==> config.mk <==
export PLATFORM = sky130hd
export DESIGN_NAME = shift_unit_pipe
export DESIGN_NICKNAME = d
export VERILOG_FILES = /design/src/rtl/shift_pkg.sv /design/src/rtl/shift_core.sv /design/src/rtl/shift_unit_pipe.sv
export SDC_FILE = /design/constraint.sdc
export NUM_CORES = 1
export LEC_CHECK = 0
export ABC_AREA = 0
export CORE_ASPECT_RATIO = 1.2
export CORE_UTILIZATION = 35
export CTS_CLUSTER_SIZE = 16
export DETAILED_ROUTE_END_ITERATION = 12
export HOLD_SLACK_MARGIN = 0.15
export PLACE_DENSITY = 0.6
export SLEW_MARGIN = 5
export SYNTH_ARGS = -nofsm -noshare
export SYNTH_HDL_FRONTEND = slang
export SYNTH_SLANG_ARGS = --single-unit
export TNS_END_PERCENT = 20
==> constraint.sdc <==
create_clock -name clk -period 4.9 [get_ports clk]
set_clock_uncertainty 0.15 [all_clocks]
set_input_delay 0.735 -clock clk [delete_from_list [all_inputs] [get_ports clk]]
set_output_delay 0.735 -clock clk [all_outputs]
set_load 0.01 [all_outputs]
==> src/rtl/shift_pkg.sv <==
// Shared opcode encoding and small decode helpers for the shift/rotate datapath unit.
package shift_pkg;

  localparam int OP_W = 3;

  typedef logic [OP_W-1:0] op_t;

  localparam op_t OP_PASS = 3'b000;
  localparam op_t OP_LSL  = 3'b001;
  localparam op_t OP_LSR  = 3'b010;
  localparam op_t OP_ASR  = 3'b011;
  localparam op_t OP_ROL  = 3'b100;
  localparam op_t OP_ROR  = 3'b101;

  // Opcodes above OP_ROR are reserved and reported as errors.
  function automatic logic op_legal(input op_t op);
    return (op <= OP_ROR);
  endfunction

  function automatic logic op_is_left(input op_t op);
    return (op == OP_LSL) || (op == OP_ROL);
  endfunction

  function automatic logic op_is_rot(input op_t op);
    return (op == OP_ROL) || (op == OP_ROR);
  endfunction

endpackage

==> src/rtl/shift_core.sv <==
// Combinational barrel shifter: log2(WIDTH) right-shift levels, with left ops
// handled by bit-reversing the operand on the way in and the result on the way out.
module shift_core
  import shift_pkg::*;
#(
  parameter  int WIDTH   = 16,
  localparam int SHAMT_W = $clog2(WIDTH)
) (
  input  op_t                op,
  input  logic [SHAMT_W-1:0] shamt,
  input  logic [WIDTH-1:0]   b,
  output logic [WIDTH-1:0]   result,
  output logic               carry,
  output logic               err
);

  function automatic logic [WIDTH-1:0] bit_rev(input logic [WIDTH-1:0] v);
    logic [WIDTH-1:0] r;
    for (int i = 0; i < WIDTH; i++) r[i] = v[WIDTH-1-i];
    return r;
  endfunction

  logic               legal;
  logic               active;
  logic               left;
  logic               rot;
  logic               fill;
  logic [WIDTH-1:0]   b_dir;
  logic [WIDTH-1:0]   r_dir;
  logic [SHAMT_W-1:0] carry_idx;

  assign legal     = op_legal(op);
  assign active    = legal && (op != OP_PASS);
  assign left      = op_is_left(op);
  assign rot       = op_is_rot(op);
  assign fill      = (op == OP_ASR) && b[WIDTH-1];
  assign b_dir     = left ? bit_rev(b) : b;
  assign carry_idx = shamt - {{(SHAMT_W-1){1'b0}}, 1'b1};

  // Level l shifts right by 2**l; rotates wrap the low bits, shifts insert fill.
  for (genvar l = 0; l < SHAMT_W; l++) begin : g_lvl
    localparam int S = 1 << l;
    logic [WIDTH-1:0] din;
    logic [WIDTH-1:0] dout;
    if (l == 0) begin : g_first
      assign din = b_dir;
    end else begin : g_next
      assign din = g_lvl[l-1].dout;
    end
    assign dout = !shamt[l] ? din :
                  rot       ? {din[S-1:0], din[WIDTH-1:S]} :
                              {{S{fill}}, din[WIDTH-1:S]};
  end

  assign r_dir = g_lvl[SHAMT_W-1].dout;

  always_comb begin
    result = b;
    carry  = 1'b0;
    err    = !legal;
    if (active) begin
      result = left ? bit_rev(r_dir) : r_dir;
      if (shamt != '0) begin
        // For left shifts b_dir is reversed, so index n-1 selects b[WIDTH-n].
        if (rot) carry = left ? result[0] : result[WIDTH-1];
        else     carry = b_dir[carry_idx];
      end
    end
  end

endmodule

==> src/rtl/shift_unit_pipe.sv <==
// Two-stage pipelined shift/rotate unit: S1 holds the operands, S2 holds the
// result and flags, with full valid/ready backpressure on both sides.
module shift_unit_pipe
  import shift_pkg::*;
#(
  parameter  int WIDTH   = 16,
  localparam int SHAMT_W = $clog2(WIDTH)
) (
  input  logic               clk,
  input  logic               reset_n,
  input  logic               in_valid,
  output logic               in_ready,
  input  logic [OP_W-1:0]    in_op,
  input  logic [SHAMT_W-1:0] in_shamt,
  input  logic [WIDTH-1:0]   in_b,
  output logic               out_valid,
  input  logic               out_ready,
  output logic [WIDTH-1:0]   out_result,
  output logic               out_carry,
  output logic               out_zero,
  output logic               out_neg,
  output logic               out_err
);

  // Handshake: a beat transfers on a rising edge where valid & ready are both 1.
  // Once valid is raised its payload holds until that transfer; ready may depend
  // combinationally on the downstream ready but never on the upstream valid.

  logic               s1_valid;
  op_t                s1_op;
  logic [SHAMT_W-1:0] s1_shamt;
  logic [WIDTH-1:0]   s1_b;

  logic               s2_valid;
  logic [WIDTH-1:0]   s2_result;
  logic               s2_carry;
  logic               s2_err;

  logic               s2_load;
  logic               s1_load;
  logic [WIDTH-1:0]   core_result;
  logic               core_carry;
  logic               core_err;

  assign s2_load  = !s2_valid || out_ready;
  assign in_ready = !s1_valid || s2_load;
  assign s1_load  = in_ready;

  shift_core #(.WIDTH(WIDTH)) u_core (
    .op     (s1_op),
    .shamt  (s1_shamt),
    .b      (s1_b),
    .result (core_result),
    .carry  (core_carry),
    .err    (core_err)
  );

  always_ff @(posedge clk or negedge reset_n) begin
    if (!reset_n) begin
      s1_valid <= 1'b0;
      s1_op    <= OP_PASS;
      s1_shamt <= '0;
      s1_b     <= '0;
    end else if (s1_load) begin
      s1_valid <= in_valid;
      if (in_valid) begin
        s1_op    <= in_op;
        s1_shamt <= in_shamt;
        s1_b     <= in_b;
      end
    end
  end

  always_ff @(posedge clk or negedge reset_n) begin
    if (!reset_n) begin
      s2_valid  <= 1'b0;
      s2_result <= '0;
      s2_carry  <= 1'b0;
      s2_err    <= 1'b0;
    end else if (s2_load) begin
      s2_valid <= s1_valid;
      if (s1_valid) begin
        s2_result <= core_result;
        s2_carry  <= core_carry;
        s2_err    <= core_err;
      end
    end
  end

  // Zero is qualified by s2_valid so an empty, freshly reset stage reads as 0.
  assign out_valid  = s2_valid;
  assign out_result = s2_result;
  assign out_carry  = s2_carry;
  assign out_zero   = s2_valid && (s2_result == '0);
  assign out_neg    = s2_result[WIDTH-1];
  assign out_err    = s2_err;

endmodule

==> flow_summary.toml <==
[yosys]
async_reset_ff_share_pct = 100
synth_top_cell_by_area = "dfrtp_1"
postSynthRegisterBits = 43
yosysUniqueCellTypes = 61
synth_commonest_cells = "dfrtp_1 (43), mux4_2 (29), mux2_2 (28), nand2_1 (26), clkbuf_1 (23)"
synth.area.top_cells = "dfrtp_1 (29%), mux4_2 (18%), mux2_2 (8.5%)"
yosysSeqAreaShare_pct = 29.1
synth_top_area_share_pct = 29.1
synthCells = 367
ys.flop_type = "dfrtp_1"
synth_edf_count = 0
syn_nets = 395
yosysMostFrequentCell = "dfrtp_1"
postSynthAreaPerCell_sq_um = 10.1
yosys_warnings = 0
netlist_area_sq_um = 3690

[timing]
fin_crit_ns = 3.60
report.final.slew_viol_count = 0
max_freq_mhz = 278
rsz0062_at_grt = "false"
worst_slew_pin_slew_ns = 1.03
setup_viol = 0
relSlewSlack_pct = 30.9
finalSetupTns_ns = 0
hold_viol = 0
post-route-period-util_pct = 73.5

[clock_tree]
clkTransAtPathRegs_ns = 0.07
cts_setup_buffers = 0
cts_tree = "yes"
holdBufCountCts = 0
clk_latency_ns = 0.29
h-tree-depth = 2
clock_sinks = 43
cts_resized = 0
cts_buffers = 5
root_buffer = "clkbuf_16"
cts_buffer_depth = 2

[floorplanning]
chipHeight_microns = 115
die_area_sq_um = 11000
core_region_area_sq_um = 10200
pin_count = 49
rows = 40
initial_core_util_pct = 36.4
die_w_microns = 95.8

[route]
wl_per_cell_microns = 23.0
dr.pass1.iters = 6
antenna_left = 0
via_per_inst = 6.73
drc_errors = 0
vias = 3504
drt_wl_total_mm = 12.0
drtIter0Drc = 451

[power]
p_per_area_nw_per_um2 = 468
power_mw = 2.06
vdd_drop_max_v = 0.000184
leakage_nw = 1.64

[critical_path]
start_kind = "flop"
crit_type = "reg2reg"
arrival_ns = 3.61
path_max_fanout = 10
r2r_setup_slack_ns = 1.30
end_kind = "flop"
cp.required_ns = 4.91

[layout]
final_cells = 521
finish.utilization_pct = 43.3
filler_cell_count = 1004
fin_nets = 422
syn_to_final_growth_pct = 19.1
fin_area_sq_um = 4400
drive_above_1_share_pct = 20.0
antenna_cells = 0

[global_routing]
grt_pass1_vias = 3369
grt_max_degree = 44
track_usage_pct = 23.6
grt.overflow.total = 0
grt_antenna_before_repair = 0
grt_pass1_wl_mm = 19.5

[placement]
placed_area_sq_um = 4220
placedCellCount = 513
io_buffers = 48
gp_congestion = 0.959
dp_hpwl_mm = 8.69

[status]
status = "finished, final reports clean"

[run]
max_cap_viol_count = 0

[hold_path]
hold_class = "reg2reg"
## sequential cells by signal (all words and copies together), names as in the netlist
signal,count
out_carry,1
out_err,1
out_result,16
out_valid,1
s1_b,16
s1_op,3
s1_shamt,4
s1_valid,1
## stage by stage
stage,worst slack (ns),hold slack (ns)
2_1_floorplan,1.76,0.289
3_3_place_gp,1.36,0.334
3_5_place_dp,1.33,0.331
4_1_cts,1.31,0.346
5_1_grt,1.06,0.398
6_report,1.30,0.344
## kinds of logic after synthesis
group,count (synthesis),share of synthesized area [%]
AOI/OAI and AO/OA,102,20.6
xor gates and xnor gates,4,1.66
adders and majority gates,1,0.339
buffers and inverters,39,4.37
DFF,43,29.1
muxes,65,28.4
and+or+nand+nor,113,15.6
## per-layer routing
layer	track usage, %	vias up	share of wire (%)
met2	37.2	228	47
li1	-	1525	-
met1	31.5	1708	40
met3	3.92	43	7.8
met5	0	-	0
met4	11.0	0	4.8
## final timing paths
| kind | from | end | cells past startpoint |
|---|---|---|---|
| max | s1_op[0]$_DFFE_PN0P_ | out_result[14]$_DFFE_PN0P_ | 7 |
| min | out_err$_DFFE_PN0P_ | out_err$_DFFE_PN0P_ | 2 |
| max reg2reg | s1_op[0]$_DFFE_PN0P_ | out_result[14]$_DFFE_PN0P_ | 7 |
| min reg2reg | out_err$_DFFE_PN0P_ | out_err$_DFFE_PN0P_ | 2 |
| max in group asynchronous | reset_n | out_result[12]$_DFFE_PN0P_ | 1 |
| min in group asynchronous | reset_n | s1_valid$_DFFE_PN0N_ | 1 |
## power breakdown
part           total, mW  internal [mW]  switching [mW]
clock network      0.407          0.257           0.151
registers          0.628          0.450           0.178
logic               1.02          0.520           0.503
total               2.06           1.23           0.833
## final cells by class
| cell class | count | area (sq um) | area share, % |
|---|---|---|---|
| Clock inverter | 2 | 38.8 | 0.881 |
| Clock buffer | 6 | 139 | 3.16 |
| Multi-Input combinational cell | 285 | 2460 | 55.8 |
| Tap cell | 126 | 158 | 3.58 |
| Timing Repair Buffer | 52 | 505 | 11.5 |
| Inverter | 7 | 26.3 | 0.597 |
| Sequential cell | 43 | 1080 | 24.5 |
## worst max-delay path: stages, from the launching register on
cell      delay, ns
dfrtp_1        0.64
xnor2_2        0.22
nor2_2         0.56
mux4_2         0.64
mux2_2         0.32
mux4_2         0.48
a222oi_1       0.33
nand3_1        0.12
## layout by cell type, fill, tap and decap left out, types with 5 or more instances in the layout
cell / synthesis / layout
nand3_1: 14 / 14
clkdlybuf4s50_1: 0 / 47
mux2i_1: 8 / 8
mux2_2: 28 / 28
nand4_1: 6 / 6
clkbuf_16: 0 / 5
nand2b_1: 12 / 12
o211ai_1: 6 / 6
a22oi_1: 6 / 6
o221ai_1: 6 / 6
nand2_1: 26 / 26
inv_1: 5 / 5
o22ai_1: 8 / 8
a211oi_1: 11 / 11
a222oi_1: 7 / 7
nor2_1: 17 / 17
a21oi_1: 12 / 12
o21ai_0: 9 / 9
dfrtp_1: 43 / 43
nor4_1: 6 / 6
nor3_1: 12 / 12
mux4_2: 29 / 29
Note: power is estimated with default switching activity, not from simulation.
